$ cat src/rtl/conv_layer_sequencer.sv
// Layer-pass controller for one quantized conv block: steers a 32-bit load stream
// into bias/weight/input write ports, starts the conv, and counts its results.
module conv_layer_sequencer #(
    parameter int INPUT_CHANNELS  = 1,
    parameter int OUTPUT_CHANNELS = 32,
    parameter int KERNEL_SIZE     = 3,
    parameter int INPUT_WIDTH     = 30,
    parameter int INPUT_HEIGHT    = 30,
    localparam int NB    = OUTPUT_CHANNELS,
    localparam int NW    = OUTPUT_CHANNELS * INPUT_CHANNELS * KERNEL_SIZE * KERNEL_SIZE,
    localparam int NI    = INPUT_WIDTH * INPUT_HEIGHT,
    localparam int NO    = OUTPUT_CHANNELS * (INPUT_WIDTH - KERNEL_SIZE + 1) * (INPUT_HEIGHT - KERNEL_SIZE + 1),
    localparam int NB_AW = (NB > 1) ? $clog2(NB) : 1,
    localparam int NW_AW = (NW > 1) ? $clog2(NW) : 1,
    localparam int NI_AW = (NI > 1) ? $clog2(NI) : 1
) (
    input  logic             clk,
    input  logic             rstn,
    input  logic             go,
    input  logic             reload_params,
    input  logic [31:0]      s_data,
    input  logic             s_valid,
    output logic             s_ready,
    output logic [31:0]      bias_data_in,
    output logic             bias_data_we,
    output logic [NB_AW-1:0] bias_data_addr,
    output logic [7:0]       weight_data_in,
    output logic             weight_data_we,
    output logic [NW_AW-1:0] weight_data_addr,
    output logic [7:0]       input_data_in,
    output logic             input_data_we,
    output logic [NI_AW-1:0] input_data_addr,
    output logic             conv_start,
    input  logic             conv_done,
    input  logic             conv_valid,
    output logic             busy,
    output logic             layer_done,
    output logic             count_err,
    output logic [31:0]      result_count
);

    localparam logic [2:0] S_IDLE   = 3'd0;
    localparam logic [2:0] S_LOAD_B = 3'd1;
    localparam logic [2:0] S_LOAD_W = 3'd2;
    localparam logic [2:0] S_LOAD_I = 3'd3;
    localparam logic [2:0] S_START  = 3'd4;
    localparam logic [2:0] S_RUN    = 3'd5;
    localparam logic [2:0] S_FIN    = 3'd6;

    logic [2:0]  state;
    logic [31:0] ld_cnt;
    logic        beat_acc;
    logic [31:0] rc_next;

    function automatic logic [31:0] sat_inc(input logic [31:0] v, input logic en);
        if (en && (v != 32'hFFFF_FFFF))
            return v + 32'd1;
        return v;
    endfunction

    assign s_ready    = (state == S_LOAD_B) || (state == S_LOAD_W) || (state == S_LOAD_I);
    assign beat_acc   = s_valid && s_ready;
    assign busy       = (state != S_IDLE);
    assign layer_done = (state == S_FIN);
    // Result total including a conv_valid that coincides with conv_done.
    assign rc_next    = sat_inc(result_count, conv_valid);

    always_ff @(posedge clk or negedge rstn) begin
        if (!rstn) begin
            state            <= S_IDLE;
            ld_cnt           <= '0;
            bias_data_in     <= '0;
            bias_data_we     <= 1'b0;
            bias_data_addr   <= '0;
            weight_data_in   <= '0;
            weight_data_we   <= 1'b0;
            weight_data_addr <= '0;
            input_data_in    <= '0;
            input_data_we    <= 1'b0;
            input_data_addr  <= '0;
            conv_start       <= 1'b0;
            count_err        <= 1'b0;
            result_count     <= '0;
        end else begin
            bias_data_we   <= 1'b0;
            weight_data_we <= 1'b0;
            input_data_we  <= 1'b0;
            conv_start     <= 1'b0;
            case (state)
                S_IDLE: begin
                    if (go) begin
                        count_err    <= 1'b0;
                        result_count <= '0;
                        ld_cnt       <= '0;
                        state        <= reload_params ? S_LOAD_B : S_LOAD_I;
                    end
                end
                S_LOAD_B: begin
                    if (beat_acc) begin
                        bias_data_we   <= 1'b1;
                        bias_data_addr <= ld_cnt[NB_AW-1:0];
                        bias_data_in   <= s_data;
                        if (ld_cnt == 32'(NB - 1)) begin
                            ld_cnt <= '0;
                            state  <= S_LOAD_W;
                        end else begin
                            ld_cnt <= ld_cnt + 32'd1;
                        end
                    end
                end
                S_LOAD_W: begin
                    if (beat_acc) begin
                        weight_data_we   <= 1'b1;
                        weight_data_addr <= ld_cnt[NW_AW-1:0];
                        weight_data_in   <= s_data[7:0];
                        if (ld_cnt == 32'(NW - 1)) begin
                            ld_cnt <= '0;
                            state  <= S_LOAD_I;
                        end else begin
                            ld_cnt <= ld_cnt + 32'd1;
                        end
                    end
                end
                S_LOAD_I: begin
                    if (beat_acc) begin
                        input_data_we   <= 1'b1;
                        input_data_addr <= ld_cnt[NI_AW-1:0];
                        input_data_in   <= s_data[7:0];
                        if (ld_cnt == 32'(NI - 1)) begin
                            ld_cnt <= '0;
                            state  <= S_START;
                        end else begin
                            ld_cnt <= ld_cnt + 32'd1;
                        end
                    end
                end
                // Start is registered here so it lands one cycle after the last input write.
                S_START: begin
                    conv_start <= 1'b1;
                    state      <= S_RUN;
                end
                S_RUN: begin
                    result_count <= rc_next;
                    if (conv_done) begin
                        count_err <= count_err | (rc_next != 32'(NO));
                        state     <= S_FIN;
                    end
                end
                S_FIN: begin
                    state <= S_IDLE;
                end
                default: begin
                    state <= S_IDLE;
                end
            endcase
        end
    end

endmodule

$ cat config.mk
export PLATFORM = sky130hd
export DESIGN_NAME = conv_layer_sequencer
export DESIGN_NICKNAME = d
export VERILOG_FILES = /design/src/rtl/conv_layer_sequencer.sv
export SDC_FILE = /design/constraint.sdc
export NUM_CORES = 1
export LEC_CHECK = 0
export CORE_ASPECT_RATIO = 2
export CORE_MARGIN = 3
export CORE_UTILIZATION = 50
export DETAILED_ROUTE_END_ITERATION = 16
export PLACE_DENSITY = 0.81
export SLEW_MARGIN = 25
export SYNTH_ARGS = -nofsm -noshare
export SYNTH_HDL_FRONTEND = slang
export SYNTH_SLANG_ARGS = --single-unit
$ cat constraint.sdc
create_clock -name clk -period 2.8 [get_ports clk]
set_input_delay 0.42 -clock clk [delete_from_list [all_inputs] [get_ports clk]]
set_output_delay 0.42 -clock clk [all_outputs]
set_load 0.05 [all_outputs]
==> summary.md, run 1 <==
| Metric | Value |
|---|---|
| Outcome | `finished, final reports clean` |
| Cells after Synth | `738` |
| Residual DRC | `0` |
| FF+latch count, synth | `144` |
| Pleak | `4.31 nW` |
| H-tree depth | `4` |
| Gr usage total | `29.8%` |
| Peak VDD IR | `0.755 mV` |
| GPL Wtd Cong | `0.980` |
| Chip width | `90.6 µm` |
| Die Y | `175 µm` |
| Iteration-0 DRC Markers | `475` |
| Average routed wire per standard cell | `20.2 µm` |
| Most used routing layer in global routing | `met2` |
| Async set-or-reset flop fraction in the synthesized netlist | `100%` |
| Syn Area/Cell | `9.71 µm²` |
| EDFF count, synth | `0` |
| Row cnt | `61` |
| Highest Clock Rate | `376 MHz` |
| Worst skew pair latency | `0.43 ns` |
| Root Buffer | `clkbuf_16` |
| Sw frac | `43.2%` |
| Pre-antenna DRT Iters | `5` |
| ANT cells | `0` |
| Met2 Usage GRT | `55.9%` |
| Combinational share of power | `41.3%` |
| Critical path data arrival time | `2.95 ns` |
| Filler Cells Inserted | `1,002` |
| CTS sink count | `144` |
| M1 GR Usage | `31.2%` |
| Synthesis Warnings | `0` |
| Met3 usage | `4.29%` |
| Area Overhead vs Synth | `39.3%` |
| CTS buffer count | `17` |
| Seq/Total Area, Yosys | `50.3%` |
| Syn nets | `779` |
| Slew headroom | `57.8%` |
| Final wirelength | `23,100 µm` |
| Synthesized area | `0.00716 mm²` |
| Fin. max-slew vios | `0` |
| Worst slew pin tran | `0.618 ns` |
| CTS tree | `done` |
| Final worst slack | `0.143 ns` |
| Final Hold Vio Count | `0` |
| Largest net degree at the start of global routing | `63` |
| Via/cell ratio | `5.84` |
| Fin crit share | `94.9%` |
| Initial antenna violation count | `0` |
| Final HPWL DP | `16,400 µm` |
| Grt ovf | `0` |
| Share of power burned in registers | `33.4%` |
| CTS max path bufs | `2` |
| Max Clock Skew | `0.0132 ns` |
| Final Critical Period | `2.66 ns` |
| DR vias | `6,703` |
| Setup TNS | `0 ns` |
| Ratio of cells with drive above 1 in the final layout | `19.8%` |
| Final setup fails | `0` |
| Hold WC Path Type | `register to register` |
| Internal power | `0.00511 W` |
| Die area | `0.0159 mm²` |
| Post-CTS Setup Inserts | `0` |
| Port bufs | `150` |
| Setup crit start kind | `register` |
| Dominant synthesized flop cell | `dfrtp_1` |
| Crit-path max FO | `5` |
| Top Ports | `151` |
| Unrepaired setup endpoints after global routing | `no` |
| Pwr dens | `902 mW/mm²` |
| Critical path type | `register to register` |
| Post-synth cell types | `66` |
| CP required | `3.10 ns` |
| Number of global-route vias before repair | `6,839` |
| # Max-Cap Violations | `0` |
| Area of the core | `0.0140 mm²` |
| Total Nets Final | `986` |
| Antenna Nets Post-Route | `0` |
| Initial Utilization | `51.3%` |
| Dpl ws | `-0.177 ns` |
| CP endpoint kind | `register` |
| Clock-pin slew on the worst setup and hold paths | `0.08 ns` |
| Net Sw Power | `0.00389 W` |
| Clock network fraction of total power | `25.4%` |
| First-pass GRT wire length | `36,900 µm` |
==> critical path, stage by stage (launching register included) <==
cell and delay (ns):
dfrtp_2 0.41, ha_2 0.23, inv_1 0.05, a211oi_1 0.26, o2111ai_1 0.16, a2111oi_0 0.59
and3_1 0.25, nand4_1 0.12, nor4_2 0.21, buf_4 0.16, a31oi_1 0.07
==> layout make-up <==
type / instances / area (µm²) / share of cell area [%]
well taps: 189 / 236 / 2.37
clock buffers: 17 / 425 / 4.26
repair buffers: 228 / 2100 / 21.1
inverters: 8 / 30.0 / 0.301
clock inverters: 15 / 191 / 1.92
flip-flops and latches: 144 / 3610 / 36.1
multi-input cells: 546 / 3380 / 33.9
==> cells in the final DEF (no fill, tap or decap), types with 17 or more instances in the layout <==
cell type | Yosys | routed
clkdlybuf4s50_1 | 0 | 149
dfrtp_1 | 144 | 142
nand2_1 | 126 | 126
buf_4 | 2 | 76
o21ai_0 | 69 | 69
mux2_2 | 54 | 54
nor2_1 | 48 | 47
nand3_1 | 25 | 25
a21oi_1 | 24 | 24
and3_1 | 18 | 18
nand4_1 | 18 | 18
xor2_1 | 17 | 17
clkbuf_16 | 0 | 17
==> path summary, 6_finish.rpt <==
| kind | from | to | slack (ns) | cells after the start |
|---|---|---|---|---|
| worst max-delay path | result_count[1] | count_err | 0.14 | 10 |
| worst min-delay path | input_data_in[1] | input_data_in[1] | 0.47 | 2 |
| worst max register to register | result_count[1] | count_err | 0.14 | 10 |
| worst min register to register | input_data_in[1] | input_data_in[1] | 0.47 | 2 |
| max in group asynchronous | rstn | ld_cnt[18] | 1.51 | 3 |
| min in group asynchronous | rstn | bias_data_in[21] | 0.55 | 2 |
==> metrics by stage <==
step | utilization, % | area [µm²] | hold WS (ns) | power (W) | instances
after floorplan | - | 7170 | 0.124 | 0.00531 | 738
after global placement | 66.8 | 9330 | 0.430 | 0.00664 | 1114
after detailed placement | 66.8 | 9330 | 0.432 | 0.00673 | 1114
after CTS | 71.3 | 9960 | 0.479 | 0.00904 | 1147
after global routing | 71.4 | 9980 | 0.496 | 0.00933 | 1147
final | 71.4 | 9980 | 0.474 | 0.00900 | 1147
==> kinds of logic (layout without fill, tap and decap cells) <==
| logic type | count (synthesis) | count (layout) | synth area share (%) |
|---|---|---|---|
| AO/OA/AOI/OAI | 148 | 148 | 12.6 |
| XOR/XNOR | 28 | 28 | 3.42 |
| adder cells (fa/ha/maj) | 2 | 2 | 0.349 |
| buffers and inverters | 48 | 268 | 2.86 |
| flip-flops | 144 | 144 | 50.3 |
| multiplexers | 55 | 55 | 8.63 |
| AND/OR/NAND/NOR | 313 | 313 | 21.9 |
==> power by group through the flow <==
stage               registers (W)  clock network, W  logic [W]
finish                    0.00300           0.00228    0.00371
global placement          0.00298                 0    0.00366
detailed placement        0.00302                 0    0.00371
floorplan                 0.00463                 0   0.000679
global route              0.00308           0.00240    0.00384
CTS                       0.00300           0.00231    0.00374
==> synth_stat cells (all sizes together) (3+ instances only) <==
master | instances | share of area (%)
xor2 | 17 | 2.1
xnor2 | 11 | 1.3
and4 | 6 | 0.75
a22o | 4 | 0.49
o31ai | 13 | 1.6
o21ai | 70 | 4.9
buf | 15 | 1.1
nor3 | 14 | 1.1
inv | 7 | 0.37
or2 | 6 | 0.52
a21oi | 25 | 1.8
nand3 | 25 | 1.7
nand2b | 7 | 0.61
a31oi | 13 | 1.1
nand2 | 126 | 6.6
nor2 | 49 | 2.6
nand4 | 21 | 2.2
and3 | 18 | 1.6
nor2b | 3 | 0.26
or3 | 5 | 0.44
clkbuf | 25 | 1.3
nor4 | 16 | 1.7
and2 | 9 | 0.80
mux2 | 54 | 8.5
dfrtp | 144 | 50
or4 | 3 | 0.37
o41ai | 3 | 0.37
==> state kept, by name (all words and copies together) (netlist names), 3 cells and up <==
name / flops
ld_cnt: 32
state: 3
bias_data_addr: 5
input_data_addr: 10
result_count: 32
input_data_in: 8
weight_data_addr: 9
weight_data_in: 8
bias_data_in: 32
==> routing by layer <==
layer  up-vias  share of wire [%]
li1       3062                  -
met3        90                4.6
met5         -                  0
met2       284                 56
met4         0                5.4
met1      3267                 34
==> repair_timing <==
item                       4_1_cts  5_1_grt
hold buffers                     1        0
setup endpoints to repair        0        4
hold endpoints to repair        19        0
resized for setup                0        4
Note: power is estimated with default switching activity, not from simulation.
==> run 2: changes to the inputs <==
--- a/config.mk
+++ b/config.mk
@@ -7,9 +7,9 @@
 export LEC_CHECK = 0
 export CORE_ASPECT_RATIO = 2
 export CORE_MARGIN = 3
-export CORE_UTILIZATION = 50
+export CORE_UTILIZATION = 47
 export DETAILED_ROUTE_END_ITERATION = 16
-export PLACE_DENSITY = 0.81
+export PLACE_DENSITY = 0.79
 export SLEW_MARGIN = 25
 export SYNTH_ARGS = -nofsm -noshare
 export SYNTH_HDL_FRONTEND = slang
==> constraint.sdc (replaced) <==
create_clock -name clk -period 2.42 [get_ports clk]
set_input_delay 0.363 -clock clk [delete_from_list [all_inputs] [get_ports clk]]
set_output_delay 0.363 -clock clk [all_outputs]
set_load 0.05 [all_outputs]
==> summary.md, run 2 (same netlist as run 1, synthesis figures left out) <==
| Metric | Value |
|---|---|
| ANT cells | `0 (unchanged)` |
| Top Registers | `bias_data_in (32), ld_cnt (32), result_count (32) (unchanged)` |
| Cell Count, Final, Fillers Out | `1,201 (was 1,147)` |
| Most common cell after layout, fill and taps aside | `clkdlybuf4s50_1 (unchanged)` |
| CP endpoint | `count_err (unchanged)` |
| Largest net degree at the start of global routing | `55 (was 63)` |
| GPL Wtd Cong | `0.980 (about the same)` |
| Row cnt | `63 (was 61)` |
| Max Clock Skew | `0.0122 ns (was 0.0132 ns)` |
| Pre-antenna DRT Iters | `5 (unchanged)` |
| Fin. max-slew vios | `0 (unchanged)` |
| Worst skew pair latency | `0.43 ns (about the same)` |
| Critical path startpoint | `result_count[29] (was result_count[1])` |
| CTS max path bufs | `2 (unchanged)` |
| Root Buffer | `clkbuf_16 (unchanged)` |
| Final worst slack | `0.0777 ns (was 0.143 ns)` |
| First-pass GRT wire length | `37,300 µm (was 36,900 µm)` |
| Final setup fails | `0 (unchanged)` |
| CP required | `2.73 ns (was 3.10 ns)` |
| Worst Reg-to-Reg Cells | `9 (was 10)` |
| Gr usage total | `28.8% (was 29.8%)` |
| RR Startpoint | `result_count[29] (was result_count[1])` |
| Unrepaired setup endpoints after global routing | `yes (was no)` |
| Number of global-route vias before repair | `7,182 (was 6,839)` |
| CTS buffer count | `17 (unchanged)` |
| Total Nets Final | `1,034 (was 986)` |
| Ratio of cells with drive above 1 in the final layout | `27.6% (was 19.8%)` |
| Antenna Nets Post-Route | `0 (unchanged)` |
| Slew headroom | `60.9% (was 57.8%)` |
| Hold WC Path Type | `register to register (unchanged)` |
| Chip width | `93.3 µm (was 90.6 µm)` |
| DR vias | `6,772 (was 6,703)` |
| Crit-path max FO | `4 (was 5)` |
| Commonest cells after routing, fill and taps aside | `clkdlybuf4s50_1, nand2_1, buf_4 (was clkdlybuf4s50_1, dfrtp_1, nand2_1)` |
| Final HPWL DP | `17,100 µm (was 16,400 µm)` |
| Die area | `0.0169 mm² (was 0.0159 mm²)` |
| Die Y | `181 µm (was 175 µm)` |
| H-tree depth | `4 (unchanged)` |
| Residual DRC | `0 (unchanged)` |
| Peak VDD IR | `1.03 mV (was 0.755 mV)` |
| Placed cell count | `1,164 (was 1,114)` |
| Highest Clock Rate | `427 MHz (was 376 MHz)` |
| Top Ports | `151 (unchanged)` |
| Iteration-0 DRC Markers | `324 (was 475)` |
| Final Hold Vio Count | `0 (unchanged)` |
| Dpl ws | `-0.381 ns (was -0.177 ns)` |
| R2r setup slk | `0.08 ns (was 0.14 ns)` |
| Critical path data arrival time | `2.65 ns (was 2.95 ns)` |
| CTS tree | `done (unchanged)` |
| Worst slew pin tran | `0.584 ns (was 0.618 ns)` |
| Final wirelength | `23,400 µm (was 23,100 µm)` |
| # Max-Cap Violations | `0 (unchanged)` |
| Area of the core | `0.0149 mm² (was 0.0140 mm²)` |
| Initial Utilization | `48.1% (was 51.3%)` |
| Final Critical Period | `2.34 ns (was 2.66 ns)` |
| Area Overhead vs Synth | `46.5% (was 39.3%)` |
| Average routed wire per standard cell | `19.5 µm (was 20.2 µm)` |
| CP endpoint kind | `register (unchanged)` |
| Fin crit share | `96.8% (was 94.9%)` |
| Setup TNS | `0 ns (unchanged)` |
| Setup crit start kind | `register (unchanged)` |
| Terminus of the critical flop-to-flop path | `count_err (unchanged)` |
| Outcome | `finished, final reports clean (unchanged)` |
| CTS sink count | `144 (unchanged)` |
| Critical path type | `register to register (unchanged)` |
| Pleak | `4.55 nW (was 4.31 nW)` |
| Via/cell ratio | `5.64 (was 5.84)` |
| Clock-pin slew on the worst setup and hold paths | `0.07 ns (was 0.08 ns)` |
| Grt ovf | `0 (unchanged)` |
| Initial antenna violation count | `0 (unchanged)` |
| Filler Cells Inserted | `1,064 (was 1,002)` |
| Pwr dens | `1000 mW/mm² (was 902 mW/mm²)` |
| Port bufs | `150 (unchanged)` |
==> run 2: cell types whose count changed in the layout (fill, tap and decap cells not counted), moves of 2 or more <==
cell / delta
clkinv_4: +2
nand3_1: -3
bufinv_16: +2
or4_1: -2
dfrtp_2: +26
nor4_4: +2
or4_4: +2
clkinv_8: -7
clkdlybuf4s50_1: -3
dfrtp_1: -26
clkbuf_8: +3
nand3_2: +3
buf_4: +48
==> run 2: worst max-delay path, stage by stage (launching register included) <==
cell and delay (ns):
dfrtp_1 0.42, nand4_4 0.13, buf_4 0.18, nor4_4 0.32, nand3_2 0.18, and2_1 0.21, o21a_1 0.16, o21ai_0 0.30
and4_1 0.25, a31oi_1 0.08
==> run 2: power breakdown <==
part           switching [W]  internal [W]
combinational        0.00284       0.00151
sequential          0.000425       0.00303
clock                0.00111       0.00163
==> run 2: how the worst min path moves through the flow <==
| stage | start | endpoint | depth (start not counted) |
|---|---|---|---|
| finish | input_data_addr[5] | input_data_addr[5] | 2 |
| global route | input_data_addr[5] | input_data_addr[5] | 2 |
| CTS | rstn | weight_data_in[2] | 2 |
| detailed placement | rstn | bias_data_in[10] | 1 |
| global placement | rstn | bias_data_in[10] | 1 |
| floorplan | rstn | bias_data_addr[0] | 0 |
==> run 2: area by class of cell <==
class / instances / area (µm²) / share of cell area, %
Sequential cell: 144 / 3640 / 34.7
Multi-Input combinational cell: 546 / 3490 / 33.3
Timing Repair Buffer: 276 / 2470 / 23.6
Clock buffer: 20 / 467 / 4.45
Tap cell: 195 / 244 / 2.32
Clock inverter: 12 / 148 / 1.41
Inverter: 8 / 30.0 / 0.286
==> run 2: stage by stage <==
stage	hold slack, ns	util, %	instance area (µm²)	total power [W]
CTS	0.477	69.8	10400	0.0106
detailed placement	0.360	65.5	9760	0.00782
floorplan	0.0674	-	7290	0.00615
finish	0.474	70.4	10500	0.0105
global route	0.485	70.4	10500	0.0109
global placement	0.350	65.5	9760	0.00771
==> run 2: what timing repair did <==
item                                    in CTS  in global routing
pin swaps                                    0                  2
hold buffers                                 1                  0
gates resized for setup                      4                 16
endpoints found under the setup margin       2                  5
hold endpoints to repair                    49                  0
buffers inserted                             0                  4
==> run 2: per-layer routing <==
metal  vias to the layer above  global-route usage (%)  part of all wire, %
li1                       3146                       -                    -
met1                      3275                    28.6                   34
met2                       255                    52.2                   55
met3                        96                    5.43                  4.4
met4                         0                    19.7                  6.8
met5                         -                       0                    0
==> run 3: changes to the inputs <==
--- a/config.mk
+++ b/config.mk
@@ -7,9 +7,11 @@
 export LEC_CHECK = 0
 export CORE_ASPECT_RATIO = 2
 export CORE_MARGIN = 3
-export CORE_UTILIZATION = 47
+export CORE_UTILIZATION = 50
+export CTS_BUF_LIST = sky130_fd_sc_hd__clkbuf_4
 export DETAILED_ROUTE_END_ITERATION = 16
-export PLACE_DENSITY = 0.79
+export DONT_BUFFER_PORTS = 1
+export PLACE_DENSITY = 0.7
 export SLEW_MARGIN = 25
 export SYNTH_ARGS = -nofsm -noshare
 export SYNTH_HDL_FRONTEND = slang
==> summary.md, run 3 (same netlist as run 1, synthesis figures left out) <==
| Metric | Value |
|---|---|
| Unrepaired setup endpoints after global routing | `yes (unchanged)` |
| Final Util | `64.8% (was 70.4%)` |
| Initial Utilization | `51.3% (was 48.1%)` |
| Highest Clock Rate | `419 MHz (was 427 MHz)` |
| Final HPWL DP | `16,500 µm (was 17,100 µm)` |
| Critical path data arrival time | `2.79 ns (was 2.65 ns)` |
| Hold_ws | `-0.491 ns (was 0.474 ns)` |
| Crit-path max FO | `3 (was 4)` |
| CTS buffer count | `17 (unchanged)` |
| Top Registers | `bias_data_in (32), ld_cnt (32), result_count (32) (unchanged)` |
| Final worst slack | `0.0354 ns (was 0.0777 ns)` |
| CP endpoint kind | `register (unchanged)` |
| Setup crit start kind | `register (unchanged)` |
| Ratio of cells with drive above 1 in the final layout | `33.0% (was 27.6%)` |
| First-pass GRT wire length | `36,100 µm (was 37,300 µm)` |
| Die Y | `175 µm (was 181 µm)` |
| Slew headroom | `62.6% (was 60.9%)` |
| Average routed wire per standard cell | `21.6 µm (was 19.5 µm)` |
| Final setup fails | `0 (unchanged)` |
| Final Critical Period | `2.38 ns (was 2.34 ns)` |
| CTS sink count | `144 (unchanged)` |
| GPL Wtd Cong | `1.03 (was 0.980)` |
| Fin. max-slew vios | `0 (unchanged)` |
| Row cnt | `61 (was 63)` |
| Area of the core | `0.0140 mm² (was 0.0149 mm²)` |
| Chip width | `90.6 µm (was 93.3 µm)` |
| H-tree depth | `4 (unchanged)` |
| Failing checks | `negative hold slack` |
| Most common cell after layout, fill and taps aside | `nand2_1 (was clkdlybuf4s50_1)` |
| Final total power | `0.00824 W (was 0.0105 W)` |
| Filler Cells Inserted | `1,097 (was 1,064)` |
| Largest net degree at the start of global routing | `145 (was 55)` |
| Pwr dens | `909 mW/mm² (was 1000 mW/mm²)` |
| Register area | `0.00364 mm² (about the same)` |
| Residual DRC | `0 (unchanged)` |
| Via/cell ratio | `6.14 (was 5.64)` |
| Worst slew pin tran | `0.557 ns (was 0.584 ns)` |
| Antenna Nets Post-Route | `0 (unchanged)` |
| Dpl ws | `-0.224 ns (was -0.381 ns)` |
| Grt ovf | `0 (unchanged)` |
| # Max-Cap Violations | `0 (unchanged)` |
| Total Nets Final | `914 (was 1,034)` |
| Gr usage total | `29.3% (was 28.8%)` |
| CP required | `2.83 ns (was 2.73 ns)` |
| DR vias | `6,605 (was 6,772)` |
| Max Clock Skew | `0.0274 ns (was 0.0122 ns)` |
| Top Ports | `151 (unchanged)` |
| Die area | `0.0159 mm² (was 0.0169 mm²)` |
| Commonest cells after routing, fill and taps aside | `nand2_1, buf_4, dfrtp_1 (was clkdlybuf4s50_1, nand2_1, buf_4)` |
| Iteration-0 DRC Markers | `585 (was 324)` |
| Root Buffer | `clkbuf_4 (was clkbuf_16)` |
| Port bufs | `0 (was 150)` |
| # hold bufs at CTS | `32 (was 1)` |
| Worst skew pair latency | `0.53 ns (was 0.43 ns)` |
| Multi-input logic area | `0.00358 mm² (was 0.00349 mm²)` |
| Number of global-route vias before repair | `6,854 (was 7,182)` |
| Final wirelength | `23,200 µm (was 23,400 µm)` |
| Final Hold Vio Count | `144 (was 0)` |
| Pre-antenna DRT Iters | `6 (was 5)` |
| Outcome | `complete, but fails checks (was finished, final reports clean)` |
| CTS max path bufs | `2 (unchanged)` |
| Pleak | `4.00 nW (was 4.55 nW)` |
| R2r setup slk | `0.04 ns (was 0.08 ns)` |
| Clock-pin slew on the worst setup and hold paths | `0.15 ns (was 0.07 ns)` |
| Hold WC Path Type | `input pin to asynchronous set/reset pin (was register to register)` |
| Initial antenna violation count | `1 (was 0)` |
| Area Overhead vs Synth | `26.4% (was 46.5%)` |
| Critical path type | `register to register (unchanged)` |
| Fin crit share | `98.5% (was 96.8%)` |
| CTS tree | `done (unchanged)` |
| Peak VDD IR | `0.913 mV (was 1.03 mV)` |
==> run 3: metal layers <==
| layer | up-vias | part of all wire [%] | GRT usage, % |
|---|---|---|---|
| met2 | 343 | 55 | 54.8 |
| met4 | 0 | 8.2 | 21.9 |
| li1 | 2918 | - | - |
| met5 | - | 0 | 0 |
| met1 | 3217 | 31 | 27.4 |
| met3 | 127 | 5.4 | 5.79 |
==> run 3: worst paths after layout <==
kind / start / cells after the start / end
max: result_count[4] / 10 / count_err
max reg2reg: result_count[4] / 10 / count_err
min reg2reg: ld_cnt[0] / 1 / ld_cnt[0]
min in group clk: conv_done / 2 / count_err
min: rstn / 0 / result_count[1]
max in group asynchronous: rstn / 0 / result_count[28]
==> run 3: repair_timing <==
action / CTS / global route
buffers inserted: 7 / 9
setup endpoints to repair: 1 / 37
hold endpoints to repair: 192 / 144
gates resized for setup: 22 / 26
pin swaps: 13 / 17
==> run 3: per-stage QoR <==
stage                     std cells  area, µm²  hold slack [ns]  setup TNS [ns]
after floorplan                 738       7290           0.0674         -0.0782
final                          1076       9050           -0.491               0
after CTS                      1066       8890           -0.519               0
after detailed placement        997       8150           0.0764          -0.224
after global placement          997       8150           0.0775          -0.177
after global routing           1076       9050           -0.554          -0.194
==> run 3: area by class of cell <==
cell class | count | area share [%]
Multi-Input combinational cell | 546 | 39.6
Clock inverter | 15 | 1.82
Tap cell | 189 | 2.61
Inverter | 8 | 0.332
Sequential cell | 144 | 40.2
Antenna cell | 1 | 0.0276
Timing Repair Buffer | 156 | 14.0
Clock buffer | 17 | 1.41
==> run 3: power by group <==
part | leakage [nW] | switching (W) | internal, W
clock network | 0.160 | 0.00102 | 0.000566
logic | 2.00 | 0.000523 | 0.000582
registers | 1.84 | 0.00255 | 0.00299
==> run 3: worst max-delay path: stages (launching register included) <==
cell and delay [ns]:
dfrtp_2 0.43, nand4_4 0.14, buf_4 0.19, nor4_4 0.29, buf_4 0.18, nand3_2 0.12
nand4_1 0.17, xor2_2 0.22, o21ai_2 0.11, nor4_4 0.30, a31oi_1 0.12
==> patch 1, RTL diff (settings of run 3) <==
Compare `ld_cnt` against `32'(NI - 1)` with >= in place of ==.
--- a/src/rtl/conv_layer_sequencer.sv
+++ b/src/rtl/conv_layer_sequencer.sv
@@ -126,7 +126,7 @@
                         input_data_we   <= 1'b1;
                         input_data_addr <= ld_cnt[NI_AW-1:0];
                         input_data_in   <= s_data[7:0];
-                        if (ld_cnt == 32'(NI - 1)) begin
+                        if (ld_cnt >= 32'(NI - 1)) begin
                             ld_cnt <= '0;
                             state  <= S_START;
                         end else begin
Check against the original RTL: no difference found for any inputs over 4 cycles, from zero or initial values and one cycle with rstn low; that may be too few to reach the edited logic, so the function may still have changed.
==> patch 1 against run 3 <==
  * The flow finishes with violations (negative hold slack, negative setup slack)
  * Setup slack got worse by 0.044 ns
  * Critical path type unchanged
  * Final area down 0.40%
  * Area after synthesis is 0.42% higher
  * Critical endpoint unchanged
  * Wire length fell by 4.9%
  * Core utilization shrank 0.26 points
  * Non-clock buffer count grew 2
  * Sequential cell count unchanged
Power is not compared: it rests on default switching activity, and its combinational part moved more than twofold at a synthesized area within 25%.
==> patch 1: results (changes against run 3) <==
| Metric | Value |
|---|---|
| GP Congestion | 0.9967 (-3.3%) |
| CP max FO | 3 (unchanged) |
| Number of hold buffers added after CTS | 32 (unchanged) |
| Gr usage total | 28.26% (-1.1 points) |
| Setup_tns | -0.008329 ns (-0.008329 ns) |
| Syn_nets | 783 (+0.51%) |
| Sequential area share after synthesis | 50.09% (-0.21 points) |
| Most frequent cells after synthesis | 144 x dfrtp_1, 116 x nand2_1, 59 x o21ai_0 |
| Synth unique cells | 61 (-7.6%) |
| Syn Inst Count | 742 (+0.54%) |
| Peak supply drop | 0.7134 mV |
| Fin worst setup slack | -0.008329 ns (-0.04375 ns) |
| NumNets Final | 912 (-0.22%) |
| Hpwl dp | 16010 um (-3.2%) |
| Clk root buf | clkbuf_4 |
| Setup skew after layout | 0.02216 ns (-0.005241 ns) |
| Initial antenna violation count | 1 (unchanged) |
| Area post-placement | 0.008220 mm^2 (+0.86%) |
| Fillcell total | 1164 (+6.1%) |
| Via count of the first global-routing pass | 6623 (-3.4%) |
| Layout cells sized above 1 | 32.13% (-0.83 points) |
| Failing checks | negative hold slack, negative setup slack |
| Worst hold margin | -0.5099 ns (-0.01881 ns) |
| Final setup vio count | 1 (+1) |
| Total number of vias | 6285 (-4.8%) |
| Max H-tree Level | 4 (unchanged) |
| First-pass GRT wire length | 35000 um (-3.2%) |
| PortBufs | 0 (unchanged) |
| Number of DRC markers after the initial detailed-route iteration | 368 (-37%) |
| Register area | 0.003638 mm^2 (-0.14%) |
| Routed length per placed instance | 20.58 um (-4.7%) |
| Worst Hold Class | in2async |
| Placement Setup Slack | -0.2618 ns (-0.03768 ns) |
| TritonRoute pass-1 iters | 5 (-1) |
| Clk slew on worst S/H paths | 0.15 ns (about the same) |
| Final Hold Violating Endpoints | 144 (unchanged) |
| Placed cell count | 1003 (+0.60%) |
| Main flop type after synthesis | dfrtp_1 |
| Status | complete, but fails checks |
| Slew HR | 60.86% (-1.8 points) |
| Largest cells by area after synthesis | dfrtp_1 50%, mux2_2 8.5%, nand2_1 6.1%, o21ai_0 4.1%, nor2_1 3.0% |
| Post-Layout Cell Count | 1074 (-0.19%) |
patch 1: changes by cell type after synthesis, moves of 4 or more:
cell / delta
nor2_1: +10
a21oi_1: -5
mux2i_1: +4
o21ai_0: -10
xnor2_1: +5
a31oi_1: -4
and2_1: -4
nand2_1: -10
nand4_1: +4
buf_2: +8
nand3_1: +7
patch 1: logic make-up (layout without fill, tap and decap cells):
logic type | after synthesis | after routing | share of synthesized area, %
other | 0 | 1 | 0
DFF | 144 | 144 | 50.09
xor gates and xnor gates | 35 | 35 | 4.261
buffers and inverters | 60 | 202 | 3.670
adders and majority gates | 2 | 2 | 0.3478
AOI/OAI and AO/OA | 126 | 126 | 10.63
muxes | 59 | 59 | 9.148
and+or+nand+nor | 316 | 316 | 21.86
patch 1: worst max-delay path, cell delays in order (launching register included):
cell and delay (ns):
dfrtp_2 0.46, ha_4 0.17, and4_1 0.20, and3_4 0.18
or3_4 0.34, a2111oi_4 0.37, buf_4 0.16, nand4_1 0.07
nor4_1 0.27, a21oi_1 0.10
patch 1: power breakdown:
part / total (mW) / switching (mW) / internal [mW] / leakage (nW)
sequential: 5.21 / 2.27 / 2.95 / 1.85
clock: 1.60 / 1.04 / 0.564 / 0.162
combinational: 2.35 / 1.28 / 1.07 / 1.95
total: 9.17 / 4.58 / 4.59 / 3.97
patch 1: final timing paths:
kind | cells past startpoint | endpoint | startpoint
setup / recovery | 9 | count_err | result_count[0]
hold / removal | 0 | input_data_addr[2] | rstn
setup reg to reg | 9 | count_err | result_count[0]
hold reg to reg | 1 | result_count[17] | result_count[17]
max in group asynchronous | 0 | result_count[4] | rstn
min in group clk | 3 | count_err | go
patch 1: timing repair:
action,4_1_cts,5_1_grt
buffers inserted,0,6
setup endpoints to repair,2,39
resized for setup,6,25
pin swaps,3,12
hold endpoints to repair,192,144
cloned,0,0
patch 1: layout make-up:
| cell class | instances | area share (%) |
|---|---|---|
| Multi-Input combinational cell | 538 | 38.75 |
| Clock inverter | 15 | 1.845 |
| Tap cell | 189 | 2.622 |
| Inverter | 12 | 0.4994 |
| Timing Repair Buffer | 158 | 14.50 |
| Sequential cell | 144 | 40.34 |
| Antenna cell | 1 | 0.02775 |
| Clock buffer | 17 | 1.415 |
patch 1: per-layer routing:
layer	wire length, um	GRT usage (%)	vias to the layer above	part of all wire, %
li1	-	-	2886	-
met1	7309	27.56	3112	33
met2	12600	53.92	212	57
met3	996	5.958	75	4.5
met5	0	0	-	0
met4	1196	15.99	0	5.4
==> patch 2, RTL diff (settings of run 3) <==
Made on the original files. Set the parameter `OUTPUT_CHANNELS` to 16 (it was 32).
--- a/src/rtl/conv_layer_sequencer.sv
+++ b/src/rtl/conv_layer_sequencer.sv
@@ -2,7 +2,7 @@
 // into bias/weight/input write ports, starts the conv, and counts its results.
 module conv_layer_sequencer #(
     parameter int INPUT_CHANNELS  = 1,
-    parameter int OUTPUT_CHANNELS = 32,
+    parameter int OUTPUT_CHANNELS = 16,
     parameter int KERNEL_SIZE     = 3,
     parameter int INPUT_WIDTH     = 30,
     parameter int INPUT_HEIGHT    = 30,
Interface: changed (resized bias_data_addr and weight_data_addr); port bits go from 151 to 149. The function was not compared with the original's and may differ.
==> patch 2 against run 3 <==
  * Hold slack got worse by 0.043 ns
  * Count of clock-buffer cells in the layout is the same
  * Critical endpoint unchanged
  * Sequential share of layout area down 2.4 points
  * Core utilization up 1.2 points
  * Setup slack got worse by 0.17 ns
  * Area after synthesis increased by 2.7%
  * Combinational power grew 92%
  * The run ends with negative hold slack, negative setup slack left
  * Wire length up 7.4%
  * Total power increased by 9.3%
  * Final area increased by 4.6%
  * Sequential cell count fell by 2
  * Final cell count grew 7.5%
==> patch 2: results (changes against run 3) <==
| Metric | Value |
|---|---|
| Detailed-route wire length | 24970 um (+7.4%) |
| Slew HR | 40.48% (-22 points) |
| Skew-Pair Late Insertion Delay | 0.56 ns (+0.03 ns) |
| Status | complete, but fails checks |
| Post-Layout Cell Count | 1157 (+7.5%) |
| First-pass GRT wire length | 39030 um (+8.0%) |
| Final setup vio count | 1 (+1) |
| Mux share of post-synthesis cell area | 8.656% (+0.029 points) |
| Syn_nets | 819 (+5.1%) |
| Met1 Use GR | 27.54% (+0.12 points) |
| Post-Synth XOR/XNOR Area | 2.619% (-0.80 points) |
| Worst EP arrival | 3.00 ns (+0.21 ns) |
| Final Hold Violating Endpoints | 142 (-1.4%) |
| Wire length on met2 | 13910 um (+8.5%) |
| Number of hold buffers added after CTS | 33 (+3.1%) |
| Reg2reg start | result_count[2] |
| Placement Setup Slack | -0.2329 ns (-0.008729 ns) |
| Crit path from | result_count[2] |
| Setup_tns | -0.1336 ns (-0.1336 ns) |
| Synth Area in Compound Gates | 12.82% (+0.25 points) |
| Synth unique cells | 69 (+4.5%) |
| Area post-placement | 0.008687 mm^2 (+6.6%) |
| Syn Inst Count | 778 (+5.4%) |
| Met1 Wirelength | 7667 um (+5.6%) |
| CP max FO | 5 (+2) |
| Setup skew after layout | 0.03815 ns (+0.01075 ns) |
| Peak supply drop | 0.9909 mV (+8.5%) |
| TritonRoute pass-1 iters | 5 (-1) |
| Fin worst setup slack | -0.1336 ns (-0.1690 ns) |
| Post_cts resized | 10 (-55%) |
| Total number of vias | 7069 (+7.0%) |
| Failing checks | negative hold slack, negative setup slack |
| Largest stage delay, worst path | 0.76 ns (+0.33 ns) |
| P_leak | 4.248 nW (+6.1%) |
| Largest cells by area after synthesis | dfrtp_1 48%, mux2_2 8.1%, nand2_1 6.3%, o21ai_0 4.1%, nor2_1 2.7% |
| Area share of fa/ha/maj cells after synthesis | 0.3401% (-0.0091 points) |
| Met3 WL | 1414 um (+12%) |
| Worst hold margin | -0.5346 ns (-0.04349 ns) |
| Largest net degree at the start of global routing | 143 (-1.4%) |
## patch 2: cell types whose count changed in the layout (fill, tap and decap cells not counted), moves of 6 or more
cell | before | now
buf_4 | 121 | 159
dfrtp_2 | 32 | 26
nand3_1 | 24 | 36
nand4_1 | 18 | 25
nor2_1 | 42 | 51
nor3_1 | 8 | 24
nor4_1 | 9 | 15
o21ai_0 | 67 | 59
xnor2_1 | 11 | 5
## patch 2: area by class of cell
class	count	area (um^2)
diodes	2	5.005
clock buffers	17	127.6
clock inverters	15	198.9
fillers	1182	4877
inverters	10	37.54
multi-input cells	583	3684
flip-flops and latches	142	3586
well taps	192	240.2
repair buffers	196	1595
## patch 2: final timing paths
check / end / cells past startpoint
hold reg to reg: ld_cnt[23] / 2
min in group clk: count_err / 3
setup reg to reg: count_err / 7
setup / recovery: count_err / 7
hold / removal: result_count[10] / 0
max in group asynchronous: result_count[14] / 0
## patch 2: power by group
part	internal, mW	switching [mW]
clock network	0.523	1.16
logic	0.952	1.18
registers	2.93	2.26
